==> config.mk <==
export PLATFORM = sky130hd
export DESIGN_NAME = env_scan
export DESIGN_NICKNAME = d
export VERILOG_FILES = /design/src/rtl/env_scan.sv
export SDC_FILE = /design/constraint.sdc
export NUM_CORES = 1
export LEC_CHECK = 0
export CORE_AREA = 8 8 207 209
export DETAILED_ROUTE_END_ITERATION = 8
export DIE_AREA = 0 0 215 217
export PLACE_DENSITY = 0.71
export SYNTH_ARGS = -nofsm -noshare
export SYNTH_HDL_FRONTEND = slang
export SYNTH_SLANG_ARGS = --single-unit
==> constraint.sdc <==
create_clock -name clk -period 19.9 [get_ports clk]
set_input_delay 1.99 -clock clk [delete_from_list [all_inputs] [get_ports clk]]
set_output_delay 1.99 -clock clk [all_outputs]
set_load 0.05 [all_outputs]
==> src/rtl/env_scan.sv <==
// env_scan: snapshots two 16x16 Game of Life environments on start and streams
// every cell of the new generation in row-major order over valid/ready,
// tallying live cells, births and deaths along the way.
// Optional feature: define ENV_SCAN_COUNT_EN to build the live/birth/death
// counters and the prev_env snapshot; otherwise the counts read as 0.
module env_scan #(
   parameter  int ROWS  = 16,
   parameter  int COLS  = 16,
   parameter  int CNT_W = 9,
   localparam int RW    = $clog2(ROWS),
   localparam int CW    = $clog2(COLS)
) (
   input  logic                 clk,
   input  logic                 rst,
   input  logic                 start,
   input  logic [ROWS*COLS-1:0] prev_env,
   input  logic [ROWS*COLS-1:0] next_env,
   output logic                 busy,
   output logic                 out_valid,
   input  logic                 out_ready,
   output logic [RW-1:0]        out_row,
   output logic [CW-1:0]        out_col,
   output logic                 out_alive,
   output logic                 out_last,
   output logic                 done,
   output logic [CNT_W-1:0]     live_cnt,
   output logic [CNT_W-1:0]     birth_cnt,
   output logic [CNT_W-1:0]     death_cnt
);

   localparam int IW = $clog2(ROWS*COLS);

   typedef enum logic [1:0] {
      S_IDLE = 2'd0,
      S_SCAN = 2'd1,
      S_DONE = 2'd2
   } state_e;

   state_e                 state_q, state_d;
   logic [RW-1:0]          row_q, row_d;
   logic [CW-1:0]          col_q, col_d;
   logic [ROWS*COLS-1:0]   next_q;
   logic                   snap_load;
   logic                   accept;
   logic [IW-1:0]          idx;

   // Flat bit index of the current cell in the environment vectors.
   assign idx = IW'(row_q) * IW'(COLS) + IW'(col_q);

   // Beat fields come straight from registers, so out_valid never depends on out_ready.
   assign busy      = (state_q != S_IDLE);
   assign out_valid = (state_q == S_SCAN);
   assign out_row   = row_q;
   assign out_col   = col_q;
   assign out_alive = out_valid && next_q[idx];
   assign out_last  = out_valid && (row_q == RW'(ROWS-1)) && (col_q == CW'(COLS-1));
   assign done      = (state_q == S_DONE);
   assign accept    = out_valid && out_ready;

   // Next-state logic: scan sequencing and row-major index advance.
   always_comb begin
      // NOTE: every combinational output gets a default first so no path infers a latch.
      state_d   = state_q;
      row_d     = row_q;
      col_d     = col_q;
      snap_load = 1'b0;
      case (state_q)
         S_IDLE: begin
            if (start) begin
               state_d   = S_SCAN;
               row_d     = '0;
               col_d     = '0;
               snap_load = 1'b1;
            end
         end
         S_SCAN: begin
            if (accept) begin
               if (out_last) begin
                  state_d = S_DONE;
                  row_d   = '0;
                  col_d   = '0;
               end else if (col_q == CW'(COLS-1)) begin
                  col_d = '0;
                  row_d = row_q + 1'b1;
               end else begin
                  col_d = col_q + 1'b1;
               end
            end
         end
         default: state_d = S_IDLE;
      endcase
   end

   // State, index and next-generation snapshot registers.
   always_ff @(posedge clk or posedge rst) begin
      // NOTE: sequential state uses non-blocking assignments so all registers update together.
      if (rst) begin
         state_q <= S_IDLE;
         row_q   <= '0;
         col_q   <= '0;
         // NOTE: the snapshot is reset so out_alive reads 0 after reset, not stale board data.
         next_q  <= '0;
      end else begin
         state_q <= state_d;
         row_q   <= row_d;
         col_q   <= col_d;
         if (snap_load) next_q <= next_env;
      end
   end

`ifdef ENV_SCAN_COUNT_EN
   logic [ROWS*COLS-1:0] prev_q;
   logic [CNT_W-1:0]     live_q, live_d;
   logic [CNT_W-1:0]     birth_q, birth_d;
   logic [CNT_W-1:0]     death_q, death_d;
   logic                 cur_prev, cur_next;

   assign cur_prev = prev_q[idx];
   assign cur_next = next_q[idx];

   // Tally update: clear on an accepted start, bump per accepted cell.
   always_comb begin
      live_d  = live_q;
      birth_d = birth_q;
      death_d = death_q;
      if (snap_load) begin
         live_d  = '0;
         birth_d = '0;
         death_d = '0;
      end else if (accept) begin
         live_d  = live_q  + CNT_W'(cur_next);
         birth_d = birth_q + CNT_W'(!cur_prev && cur_next);
         death_d = death_q + CNT_W'(cur_prev && !cur_next);
      end
   end

   // Previous-generation snapshot and tally registers.
   always_ff @(posedge clk or posedge rst) begin
      if (rst) begin
         prev_q  <= '0;
         live_q  <= '0;
         birth_q <= '0;
         death_q <= '0;
      end else begin
         if (snap_load) prev_q <= prev_env;
         live_q  <= live_d;
         birth_q <= birth_d;
         death_q <= death_d;
      end
   end

   assign live_cnt  = live_q;
   assign birth_cnt = birth_q;
   assign death_cnt = death_q;
`else
   logic unused_prev_env;

   assign unused_prev_env = ^prev_env;
   assign live_cnt        = '0;
   assign birth_cnt       = '0;
   assign death_cnt       = '0;
`endif

endmodule

==> run metrics, run 1 <==
status=complete, no violations; met3 usage=0.0535; Nets=1602; GPL Wtd Cong=0.786; met1 Usage GRT=0.191; DP Wirelength=25000 µm; Pint=1.16 mW; Post-synth EDFFs=0; die height=217 µm; Worst Tran Pin Value=1090 ps; Yosys top cell area share=0.534; IO Count=556; min-delay worst type=reg2reg; Critical-path top delay cell=dfrtp_4; row cnt=73; RSZ-0062 raised after global routing=no; via total after detailed routing=7907; family with the most delay on the worst path=buffers and inverters; Synth Register Bits=266; gr ovfl total=0; worst r2r src=state_q[0]$_DFFE_PP0P_; grt peak-use layer=met2; Reg2Reg Capture Point=next_q[82]$_DFFE_PP0P_; final max-slew violation count=0; antenna-violating nets left=0; Worst Hold Launch=next_q[87]$_DFFE_PP0P_; layout cells sized above 1=0.335; crit path time final=6690 ps; largest family of logic cells by synthesized area=multiplexers; worst-path fanout max=44; Bufs and invs on worst path=2; first-pass GRT wire length=54000 µm; CTS max path bufs=3; clk_lat worst skew=560 ps; Compound-Gate Fraction of Synth Area=0.0384; drt first-iter violations=433; Residual DRC=0; Netlist cell types=51; number of setup violations in the final report=0; port buffer count=272; hold depth=1; CTS tree=built; max cap viols=0; Syn Inst Count=826; worst path cell trace=buf_4 -> mux4_2 -> nor2b_1 -> o211ai_1 -> a21oi_1 -> o22a_1 -> o221ai_1 -> nand2_1 -> clkdlybuf4s50_1; Worst VDD drop=0.0617 mV; sequential area share after synthesis=0.534; CTS sink count=266; Seq pwr share=0.378; worst stage delay on the critical path=940 ps; Mapped Area=12500 µm²; clock skew=10.4 ps; PnR Total Power=1.71 mW; fillers=3651; CTS HTree Levels=1; vias per inst=4.85; CTS Buf Count=31; met2 Use GR=0.233; largest net degree at the start of global routing=120; Routed WL=35000 µm; Sw Share=0.319; Ys Warns=0; fmax=0.150 GHz; pwr/cell area=103 nW/µm²; xor-xnor portion of the synthesized cell area=0.00140; wire per inst=21.5 µm; vias in the first global route=8950; multiplexer share of the synthesized area=0.353; aggregate global-route resource usage=0.147; R2R depth=5; CP Launch Type=flip-flop; Hold Path End=next_q[87]$_DFFE_PP0P_; critical path type=reg2out; die width=215 µm; worst rel slew slack=0.274; # resized after CTS=0; core footprint=39500 µm²; initial antenna violation count=8; Hold-fix buffers, CTS=0; dominant synthesized flop cell=dfrtp_1; ys async rst share=1.00; total die area=46700 µm²; Clock Pin Slew Worst Setup and Hold Paths=60 ps; Synth top cells by count=266 x dfrtp_1, 259 x mux2_2, 43 x mux4_2, 35 x buf_4, 31 x buf_2; cell leakage power=7.09 nW; P&R area growth vs syn=32.6%; Synth Area in Adders=0.00201; post-synth top area cell=dfrtp_1; Detailed Routing Iterations Pass 1=6; P_sw=546 µW; crit end category=output pin; clock power share=0.337; Gate power share=0.285; simple-gate share of the synthesized area=0.0244; R2R Setup Slk=16660 ps; initial core utilization=0.316; Worst EP arrival=4700 ps; Area contributors post-synth=dfrtp_1 53%, mux2_2 23%, mux4_2 7.8%; top-count cell post-synth=dfrtp_1; Final Cycle Share=0.336; Hold Vio Cnt, Final=0; Worst EP required=17910 ps; syn_area_per_cell=15.1 µm²; Root Buffer=clkbuf_16; post-CTS setup repair buffer count=0; Sum Neg Setup Slack=0 ps
-- layout make-up --
class                           instances  area, µm²  area share
Antenna cell                            2       5.00    0.000303
Inverter                                8       37.5     0.00227
Tap cell                              525        657      0.0397
Multi-Input combinational cell        494       5340       0.323
Sequential cell                       266       6660       0.403
Clock buffer                           42        867      0.0524
Timing Repair Buffer                  283       2810       0.170
Clock inverter                         10        158     0.00953
-- sequential cells by signal, indices dropped and copies added (netlist names) --
register	flops
next_q	256
out_col	4
out_row	4
state_q	2
-- worst max path at each step --
| stage | to | cells past startpoint | start | slack (ps) |
|---|---|---|---|---|
| finish | out_alive | 9 | out_col[0]$_DFFE_PP0P_ | 13210 |
| global route | out_alive | 9 | out_col[0]$_DFFE_PP0P_ | 12920 |
| CTS | out_alive | 9 | out_col[0]$_DFFE_PP0P_ | 13050 |
| detailed placement | out_alive | 9 | out_col[0]$_DFFE_PP0P_ | 13690 |
| global placement | out_alive | 9 | out_col[0]$_DFFE_PP0P_ | 13690 |
| floorplan | next_q[0]$_DFFE_PP0P_ | 1 | rst | 10580 |
-- kinds of logic after synthesis --
logic type / Yosys count
muxes: 338
DFF: 266
buffers and inverters: 92
AOI/OAI and AO/OA: 66
and+or+nand+nor: 59
adders and majority gates: 2
xor gates and xnor gates: 2
other: 1
-- stage by stage --
step	cell area [µm²]	utilization	setup slack [ps]	std cells	hold slack (ps)
finish	16500	0.419	13210	1630	500
global route	16500	0.419	12920	1628	513
CTS	16500	0.419	13050	1628	504
detailed placement	15500	0.393	13690	1576	491
global placement	15500	0.393	13690	1576	482
floorplan	12600	-	10580	852	472
-- worst register-to-register path: stages (launching register included) --
cell and delay (ps):
dfrtp_1 490, or2_2 390, nor2_4 100, buf_4 800
buf_4 850, mux2_2 480
-- layer usage --
layer / vias up / share of wire
li1: 3560 / -
met1: 4039 / 0.44
met3: 47 / 0.085
met5: - / 0.0023
met4: 12 / 0.015
met2: 249 / 0.46
-- power by group through the flow --
stage / logic [mW] / clock network, mW / registers (mW)
floorplan: 0.351 / 0 / 0.625
global placement: 0.498 / 0 / 0.656
detailed placement: 0.500 / 0 / 0.658
CTS: 0.502 / 0.598 / 0.649
global route: 0.525 / 0.619 / 0.655
finish: 0.487 / 0.576 / 0.646
-- cells in the final DEF, fill, tap and decap left out, types with 2 or more instances in the layout --
cell	count
bufinv_16	4
nor2_1	6
clkbuf_8	5
nor3b_1	2
o221ai_1	12
conb_1	27
nor2b_1	6
buf_4	11
clkbuf_1	6
ha_1	2
a22oi_1	10
mux4_2	43
mux4_1	10
dfrtp_4	2
or2_2	3
clkbuf_16	31
o21ai_0	9
mux2i_1	26
nand3_1	8
nand2_1	16
a21oi_1	10
o22a_1	2
clkinv_2	3
a31oi_1	2
inv_1	6
clkdlybuf4s50_1	272
nand2b_1	3
clkinvlp_4	3
o22ai_1	4
xnor2_1	2
diode_2	2
dfrtp_1	264
nand4_1	4
o21bai_1	2
mux2_2	259
o31ai_1	2
o211ai_1	2
nor3_1	5
Power figures use the tool's default switching activity.
==> inputs of run 2 (changes only) <==
==> constraint.sdc (replaced) <==
create_clock -name clk -period 6.4 [get_ports clk]
set_input_delay 0.64 -clock clk [delete_from_list [all_inputs] [get_ports clk]]
set_output_delay 0.64 -clock clk [all_outputs]
set_load 0.05 [all_outputs]
==> run metrics, run 2 (synthesized netlist as in run 1, its figures left out) <==
met2 Use GR=0.239 (was 0.233); port buffer count=272 (unchanged); CTS tree=built (unchanged); Worst Tran Pin Value=1270 ps (was 1090 ps); first-pass GRT wire length=54200 µm (was 54000 µm); crit end category=output pin (unchanged); Hold Path End=next_q[1]$_DFFE_PP0P_ (was next_q[87]$_DFFE_PP0P_); Worst Hold Launch=next_q[1]$_DFFE_PP0P_ (was next_q[87]$_DFFE_PP0P_); RSZ-0062 raised after global routing=no (unchanged); Root Buffer=clkbuf_16 (unchanged); met1 Usage GRT=0.188 (was 0.191); row cnt=73 (unchanged); fmax=0.196 GHz; Hold-fix buffers, CTS=0 (unchanged); pwr/cell area=326 nW/µm² (was 103 nW/µm²); Gate power share=0.274 (was 0.285); R2R depth=6 (was 5); worst-path fanout max=20 (was 44); PnR Total Power=5.42 mW (was 1.71 mW); Routed WL=35100 µm (was 35000 µm); Multi-input gate area=5340 µm² (unchanged); worst rel slew slack=0.155 (was 0.274); Sw Share=0.319 (about the same); aggregate global-route resource usage=0.148 (was 0.147); most frequent cells in the layout=272 x clkdlybuf4s50_1, 264 x dfrtp_1, 259 x mux2_2 (unchanged); crit path time final=5110 ps; drt first-iter violations=397 (was 433); status=complete, no violations (unchanged); post-layout util=0.421 (was 0.419); initial antenna violation count=9 (was 8); largest register by flop count=next_q (unchanged); largest net degree at the start of global routing=191 (was 120); CTS max path bufs=3 (unchanged); Seq pwr share=0.378 (about the same); die height=217 µm (unchanged); final max-slew violation count=0 (unchanged); vias per inst=4.85 (about the same); Crit path top cell by count=o221ai_1; Sum Neg Setup Slack=0 ps (unchanged); worst stage delay on the critical path=1040 ps (was 940 ps); CTS Buf Count=31 (unchanged); number of setup violations in the final report=0 (unchanged); fillers=3629 (was 3651); via total after detailed routing=7932 (was 7907); Worst VDD drop=0.203 mV (was 0.0617 mV); met3 usage=0.0520 (was 0.0535); Pint=3.69 mW (was 1.16 mW); core footprint=39500 µm² (unchanged); Worst EP required=5760 ps (was 17910 ps); R2R Setup Slk=3320 ps (was 16660 ps); total die area=46700 µm² (unchanged); register area=6660 µm² (unchanged); CTS sink count=266 (unchanged); Worst EP arrival=4470 ps (was 4700 ps); number of flip-flops in the largest register=256 (unchanged); Clock Pin Slew Worst Setup and Hold Paths=60 ps (about the same); worst r2r src=out_col[0]$_DFFE_PP0P_ (was state_q[0]$_DFFE_PP0P_); clock skew=16.4 ps (was 10.4 ps); max cap viols=0 (unchanged); worst path cell trace=nand2b_1 -> o221ai_1 -> o21ai_0 -> a211oi_1 -> o22a_1 -> o221ai_1 -> nand2_1 -> clkdlybuf4s50_1 (was buf_4 -> mux4_2 -> nor2b_1 -> o211ai_1 -> a21oi_1 -> o22a_1 -> o221ai_1 -> nand2_1 -> clkdlybuf4s50_1); Hold Vio Cnt, Final=0 (unchanged); vias in the first global route=8918 (was 8950); clk_lat worst skew=570 ps (was 560 ps); Residual DRC=0 (unchanged); min-delay worst type=reg2reg (unchanged); # resized after CTS=0 (unchanged); grt peak-use layer=met2 (unchanged); Detailed Routing Iterations Pass 1=4 (was 6); Reg2Reg Capture Point=state_q[0]$_DFFE_PP0P_ (was next_q[82]$_DFFE_PP0P_); die width=215 µm (unchanged); layout cells sized above 1=0.338 (was 0.335); post-CTS setup repair buffer count=0 (unchanged); antenna-violating nets left=0 (unchanged); initial core utilization=0.316 (unchanged); P_sw=1.73 mW (was 546 µW); critical path type=reg2out (unchanged); clock power share=0.348 (was 0.337); commonest non-fill, non-tap cell in the layout=clkdlybuf4s50_1 (unchanged); Critical-path top delay cell=dfrtp_1 (was dfrtp_4); CTS HTree Levels=1 (unchanged); wire per inst=21.5 µm (about the same); GPL Wtd Cong=0.747 (was 0.786); cell leakage power=7.12 nW (was 7.09 nW); Hold Worst Slack=501 ps (was 500 ps); gr ovfl total=0 (unchanged); CP Launch Type=flip-flop (unchanged); DP Wirelength=24900 µm (was 25000 µm); hold depth=1 (unchanged); IO Count=556 (unchanged); P&R area growth vs syn=33.3% (was 32.6%); Final Cycle Share=0.799; Nets=1602 (unchanged)
[run 2: cell types whose count changed in the layout (fill, tap and decap cells not counted), sizes merged]
cell      delta
clkbuf       +2
bufinv       +1
diode        -1
clkinvlp     +1
clkinv       +1
[run 2: critical path: cells and delay by family (launching register included)]
kind,cells,cell delay [ps]
and+or+nand+nor,2,720
buffers and inverters,1,870
AOI/OAI and AO/OA,5,1280
DFF,1,1040
[run 2: layout make-up]
cell class | instances | area share
antenna | 1 | 0.000150
clock buffer | 44 | 0.0538
clock inverter | 13 | 0.0123
inverter | 8 | 0.00203
multi-input combinational | 494 | 0.321
sequential | 266 | 0.401
tap | 525 | 0.0395
timing repair buffer | 283 | 0.170
[run 2: through the flow]
stage | cell area [µm²] | worst slack [ps] | std cells
4_1_cts | 16600 | 1210 | 1633
2_1_floorplan | 12600 | 2250 | 852
3_3_place_gp | 15500 | 1880 | 1576
3_5_place_dp | 15500 | 1840 | 1576
6_report | 16600 | 1290 | 1634
5_1_grt | 16600 | 1020 | 1634
[run 2: power groups by stage]
stage               Clock (mW)  Combinational [mW]  Sequential, mW
floorplan                    0                1.09            1.94
global placement             0                1.50            2.08
detailed placement           0                1.51            2.09
CTS                       1.95                1.52            2.06
global route              2.01                1.60            2.08
finish                    1.89                1.48            2.05
[run 2: how the worst max path moves through the flow]
stage                                       from                    end  slack, ps  cells after the start
after detailed placement  out_col[2]$_DFFE_PP0P_              out_alive       1840                      8
after floorplan                              rst  next_q[0]$_DFFE_PP0P_       2250                      1
after global placement    out_col[2]$_DFFE_PP0P_              out_alive       1880                      8
after CTS                 out_col[2]$_DFFE_PP0P_              out_alive       1210                      8
final                     out_col[2]$_DFFE_PP0P_              out_alive       1290                      8
after global routing      out_col[2]$_DFFE_PP0P_              out_alive       1020                      8
[run 2: routing by layer]
metal,routed length (µm),part of all wire
met1,15000,0.43
met2,16400,0.47
met3,2950,0.084
met4,664,0.019
met5,99,0.0028
==> inputs of run 3 (changes only) <==
--- a/config.mk
+++ b/config.mk
@@ -8,7 +8,7 @@
 export CORE_AREA = 8 8 207 209
 export DETAILED_ROUTE_END_ITERATION = 8
 export DIE_AREA = 0 0 215 217
-export PLACE_DENSITY = 0.71
+export PLACE_DENSITY = 0.74
 export SYNTH_ARGS = -nofsm -noshare
 export SYNTH_HDL_FRONTEND = slang
 export SYNTH_SLANG_ARGS = --single-unit
==> constraint.sdc (replaced) <==
create_clock -name clk -period 4.32 [get_ports clk]
set_input_delay 0.432 -clock clk [delete_from_list [all_inputs] [get_ports clk]]
set_output_delay 0.432 -clock clk [all_outputs]
set_load 0.05 [all_outputs]
==> run metrics, run 3 (synthesized netlist as in run 1, its figures left out) <==
post-layout util=0.423 (was 0.421); Sum Neg Setup Slack=0 ps (unchanged); Clock Pin Slew Worst Setup and Hold Paths=60 ps (about the same); largest register by flop count=next_q (unchanged); CTS max path bufs=3 (unchanged); initial core utilization=0.316 (unchanged); P&R area growth vs syn=33.7% (was 33.3%); largest net degree at the start of global routing=131 (was 191); wire per inst=21.5 µm (about the same); total die area=46700 µm² (unchanged); fillers=3578 (was 3629); Root Buffer=clkbuf_16 (unchanged); gr ovfl total=0 (unchanged); Worst Tran Pin Value=796 ps (was 1270 ps); Routed WL=35100 µm (about the same); number of flip-flops in the largest register=256 (unchanged); vias in the first global route=9051 (was 8918); first-pass GRT wire length=54600 µm (was 54200 µm); Hold-fix buffers, CTS=0 (unchanged); post-CTS setup repair buffer count=0 (unchanged); Critical-path top delay cell=dfrtp_4 (was dfrtp_1); Final Cycle Share=0.915; Bufs and invs on worst path=3 (was 1); die width=215 µm (unchanged); drt first-iter violations=420 (was 397); final max-slew violation count=0 (unchanged); register area=6670 µm² (was 6660 µm²); # resized after CTS=0 (unchanged); die height=217 µm (unchanged); Worst EP required=3890 ps (was 5760 ps); Nets=1606 (was 1602); commonest non-fill, non-tap cell in the layout=clkdlybuf4s50_1 (unchanged); CTS HTree Levels=1 (unchanged); DP Wirelength=25300 µm (was 24900 µm); worst stage delay on the critical path=770 ps (was 1040 ps); CTS Buf Count=30 (was 31); Crit path top cell by count=buf_12 (was o221ai_1); clock skew=8.06 ps (was 16.4 ps); R2R Setup Slk=1690 ps (was 3320 ps); Worst EP arrival=3520 ps (was 4470 ps); status=complete, no violations (unchanged); worst rel slew slack=0.470 (was 0.155); Detailed Routing Iterations Pass 1=6 (was 4); fmax=0.253 GHz; row cnt=73 (unchanged); Worst VDD drop=0.288 mV (was 0.203 mV); crit end category=output pin (unchanged); layout cells sized above 1=0.341 (was 0.338); CTS sink count=266 (unchanged); CTS tree=built (unchanged); antenna cells=0 (was 1); antenna-violating nets left=0 (unchanged); initial antenna violation count=10 (was 9); pwr/cell area=481 nW/µm² (was 326 nW/µm²); max cap viols=0 (unchanged); worst r2r src=out_col[1]$_DFFE_PP0P_ (was out_col[0]$_DFFE_PP0P_); number of setup violations in the final report=0 (unchanged); most frequent cells in the layout=270 x clkdlybuf4s50_1, 263 x dfrtp_1, 259 x mux2_2 (was 272 x clkdlybuf4s50_1, 264 x dfrtp_1, 259 x mux2_2); Residual DRC=0 (unchanged); GPL Wtd Cong=0.768 (was 0.747); worst-path fanout max=26 (was 20); Worst Setup SP=out_col[0]$_DFFE_PP0P_ (was out_col[2]$_DFFE_PP0P_); vias per inst=4.84 (was 4.85); port buffer count=272 (unchanged); cell leakage power=7.15 nW (was 7.12 nW); Multi-input gate area=5340 µm² (unchanged); critical path type=reg2out (unchanged); IO Count=556 (unchanged); via total after detailed routing=7915 (was 7932); family with the most delay on the worst path=flip-flops (was compound AO/OA/AOI/OAI gates); min-delay worst type=in2async (was reg2reg); crit path time final=3950 ps; worst path cell trace=buf_12 -> buf_4 -> mux4_2 -> nor2b_1 -> o211ai_1 -> a21oi_1 -> o22a_1 -> o221ai_1 -> nand2_1 -> buf_12 (was nand2b_1 -> o221ai_1 -> o21ai_0 -> a211oi_1 -> o22a_1 -> o221ai_1 -> nand2_1 -> clkdlybuf4s50_1); RSZ-0062 raised after global routing=no (unchanged); Hold Vio Cnt, Final=0 (unchanged); core footprint=39500 µm² (unchanged); CP Launch Type=flip-flop (unchanged); clk_lat worst skew=560 ps (was 570 ps); aggregate global-route resource usage=0.148 (about the same)
## run 3: changes by cell type in the layout (fill, tap and decap cells not counted), sizes merged
cell           previous run  this run
buf                      11        18
inv                       7         8
clkbuf                   44        45
clkdlybuf4s50           272       270
diode                     1         0
bufinv                    5         4
clkinv                    5         3
## run 3: layer usage
layer | vias up | track usage | wire length (µm)
met5 | - | 0 | 112
met4 | 18 | 0.0247 | 528
met3 | 54 | 0.0541 | 2860
met2 | 246 | 0.247 | 16900
met1 | 4034 | 0.186 | 14800
li1 | 3563 | - | -
## run 3: power by group
group / internal (mW) / switching (mW) / leakage (nW) / total (mW)
Combinational: 1.15 / 1.19 / 3.22 / 2.34
Clock: 1.66 / 1.06 / 0.508 / 2.72
Sequential: 2.65 / 0.317 / 3.42 / 2.97
Total: 5.46 / 2.56 / 7.15 / 8.02
## run 3: through the flow
step / total power, mW / worst slack (ps) / cells / hold slack (ps) / area [µm²]
5_1_grt: 8.42 / 70.8 / 1637 / 353 / 16700
3_5_place_dp: 5.42 / 624 / 1581 / 488 / 15600
4_1_cts: 8.19 / 0.609 / 1637 / 317 / 16700
3_3_place_gp: 5.41 / 710 / 1581 / 482 / 15600
6_report: 8.02 / 368 / 1637 / 324 / 16700
2_1_floorplan: 4.50 / 377 / 852 / 472 / 12600
## run 3: final timing paths
kind                                            to  cells past startpoint
hold / removal              next_q[42]$_DFFE_PP0P_                      2
hold reg to reg            next_q[106]$_DFFE_PP0P_                      1
setup / recovery                         out_alive                     10
max in group asynchronous   next_q[67]$_DFFE_PP0P_                      3
setup reg to reg            state_q[0]$_DFFE_PP0P_                      6
min in group clk           next_q[180]$_DFFE_PP0P_                      2
## run 3: layout make-up
| cell class | instances | area share |
|---|---|---|
| Sequential cell | 266 | 0.400 |
| Multi-Input combinational cell | 494 | 0.320 |
| Timing Repair Buffer | 288 | 0.175 |
| Clock buffer | 45 | 0.0533 |
| Tap cell | 525 | 0.0394 |
| Clock inverter | 11 | 0.0102 |
| Inverter | 8 | 0.00203 |
## run 3: worst reg2reg max path, stage by stage (launching register included)
cell and delay, ps:
dfrtp_4 760, buf_4 410, ha_1 250, nand2_1 110
nor3_1 570, a21oi_1 130, or2_2 290
==> RTL edit, RTL diff (flow settings as in run 2) <==
The parameter `CNT_W` goes from 9 to 7.
--- a/src/rtl/env_scan.sv
+++ b/src/rtl/env_scan.sv
@@ -6,7 +6,7 @@
 module env_scan #(
    parameter  int ROWS  = 16,
    parameter  int COLS  = 16,
-   parameter  int CNT_W = 9,
+   parameter  int CNT_W = 7,
    localparam int RW    = $clog2(ROWS),
    localparam int CW    = $clog2(COLS)
 ) (
Interface: changed (resized birth_cnt, death_cnt and live_cnt); port bits go from 556 to 550. The function was not compared with the original's and may differ.
==> RTL edit against run 2 <==
- routed wire length fell by 1.2%
- design area fell by 0.14%
- via count fell by 0.29%
- synthesized area fell by 0.36%
- setup slack improved by 230 ps
- clock skew rose by 9.4 ps
- power fell by 0.47%
- sequential cell count did not move
==> RTL edit: results (changes against run 2) <==
----------------------------------------------------
[Clocking]
  CTS H-tree lvls ... 2 (+1)
  CTS Root Buffer Type ... clkbuf_16
  Inserted Clock Buffers ... 34 (+9.7%)
  Gates resized, CTS repair ... 0 (unchanged)
  Setup fix buffers added after clock tree synthesis ... 0 (unchanged)
  Clock tree buffer depth ... 3 (unchanged)
  Worst-skew pair later-pin latency ... 530 ps (-40 ps)
  Clk pin slew, worst setup/hold paths ... 60 ps (about the same)

[Power]
  Static leakage power ... 7.10 nW (-0.27%)
  Maximum VDD drop ... 0.205 mV (+1.1%)

[Timing]
  Clock Skews ... 25.9 ps (+9.42 ps)
  Number of failing hold endpoints at the final stage ... 0 (unchanged)
  Setup-violating endpoint count in the final report ... 0 (unchanged)
  Max-slew headroom at the worst pin ... 19.3% (+3.7 points)

[Layout]
  Final cell count without fillers ... 1630 (-0.24%)
  Fraction of final layout cells sized beyond drive strength 1 ... 34.0% (+0.24 points)
  Max reg flops ... 256 (unchanged)
  Largest Register ... next_q

[Status]
  Status ... completed

[Setup path]
  Worst reg2reg setup slack ... 3860 ps (+540 ps)
  Length in cells of the worst reg-to-reg path ... 4 (-2)
  Critical path capture point ... out_alive
  Worst r2r src ... state_q[0]
  Critical Path Fanout Max ... 19 (-5.0%)
  Crit path launch ... out_col[2]
  FF-to-FF End ... next_q[110]
  Data arrival time at the worst-slack endpoint ... 4240 ps (-230 ps)

[Yosys]
  Synth Flop Type ... dfrtp_1
  Distinct cell type count after synthesis ... 51 (unchanged)
  Register area share after synthesis ... 53.6% (+0.19 points)
  Most area-consuming cells after synthesis ... dfrtp_1 54%, mux2_2 23%, mux4_2 7.8%, mux4_1 2.1%, mux2i_1 2.1%
  Mapped Cells ... 820 (-0.73%)
  Yosys warnings ... 0 (unchanged)
  Share of flip-flops with an asynchronous set or reset ... 100% (unchanged)
  Most common library cells after synthesis ... 266 x dfrtp_1, 259 x mux2_2, 43 x mux4_2, 31 x buf_2, 29 x buf_4

[GRT]
  Antenna violations before repair ... 6 (-3)
  First-pass GRT wire length ... 53400 um (-1.4%)
  Global-route total usage across every layer ... 14.7% (-0.038 points)
  Pin count of the biggest net entering global routing ... 211 (+10%)
  Number of global-route vias before repair ... 8887 (-0.35%)
  Total grt overflow ... 0 (unchanged)

[Placement]
  Weighted congestion at the end of routability-driven global placement ... 0.760 (+1.6%)
  Number of I/O port buffers ... 272 (unchanged)
  HPWL reported at the end of detailed placement ... 24200 um (-2.7%)

[Drt]
  Routed vias ... 7909 (-0.29%)
  DRC marker count from the first detailed-route iteration ... 340 (-14%)
  TritonRoute pass-1 iters ... 4 (unchanged)
  Routed wire length ... 34600 um (-1.2%)

[Worst hold path]
  Hold/Removal Path Class ... primary input to async pin

----------------------------------------------------
-- RTL edit: worst min-delay path by stage --
| stage | end | slack, ps | depth (start not counted) |
|---|---|---|---|
| finish | next_q[31] | 350 | 2 |
| detailed placement | next_q[69] | 490 | 1 |
| floorplan | next_q[17] | 470 | 1 |
| global route | next_q[31] | 340 | 2 |
| global placement | next_q[6] | 480 | 1 |
| CTS | next_q[31] | 320 | 2 |
-- RTL edit: where the power goes --
group	switching (mW)	internal, mW
Combinational	0.763	0.737
Clock	0.743	1.14
Sequential	0.228	1.79
Total	1.73	3.66
-- RTL edit: layer usage --
| metal | GRT usage, % | part of all wire [%] | up-vias |
|---|---|---|---|
| met5 | 0 | 0.18 | - |
| met4 | 4.38 | 1.9 | 10 |
| met3 | 5.85 | 8.9 | 53 |
| met2 | 22.9 | 45 | 237 |
| met1 | 18.9 | 44 | 4032 |
| li1 | - | - | 3577 |
-- RTL edit: final cells by class --
type                       instances  area, um2
antenna                            2       5.00
clock buffer                      49       1010
clock inverter                     9       88.8
fill                            3621      22900
inverter                           8       33.8
multi-input combinational        488       5320
sequential                       266       6660
tap                              525        657
timing repair buffer             283       2830
-- RTL edit: logic make-up after synthesis --
kind of cell,after synthesis,share of synthesized area (%)
fa+ha+maj,2,0.201
flops,266,53.6
xor+xnor,2,0.141
buf+inv,86,4.31
simple gates,59,2.45
compound gates,66,3.86
mux,338,35.5
other cells,1,0.0302
-- RTL edit: worst max-delay path, stage by stage, from the launching register on --
cell and delay, ps:
dfrtp_1 850, buf_4 380, nand2_1 370, o221ai_1 420
nor3_1 110, o21bai_1 190, nand4_1 120, a211o_2 320
nand2_1 80, clkdlybuf4s50_1 870
-- RTL edit: stage by stage --
stage / hold slack (ps) / worst slack [ps] / instance area [um2]
3_5_place_dp: 490 / 1940 / 15500
2_1_floorplan: 472 / 2250 / 12500
4_1_cts: 317 / 1350 / 16600
6_report: 348 / 1520 / 16600
3_3_place_gp: 482 / 1940 / 15500
5_1_grt: 340 / 1220 / 16600
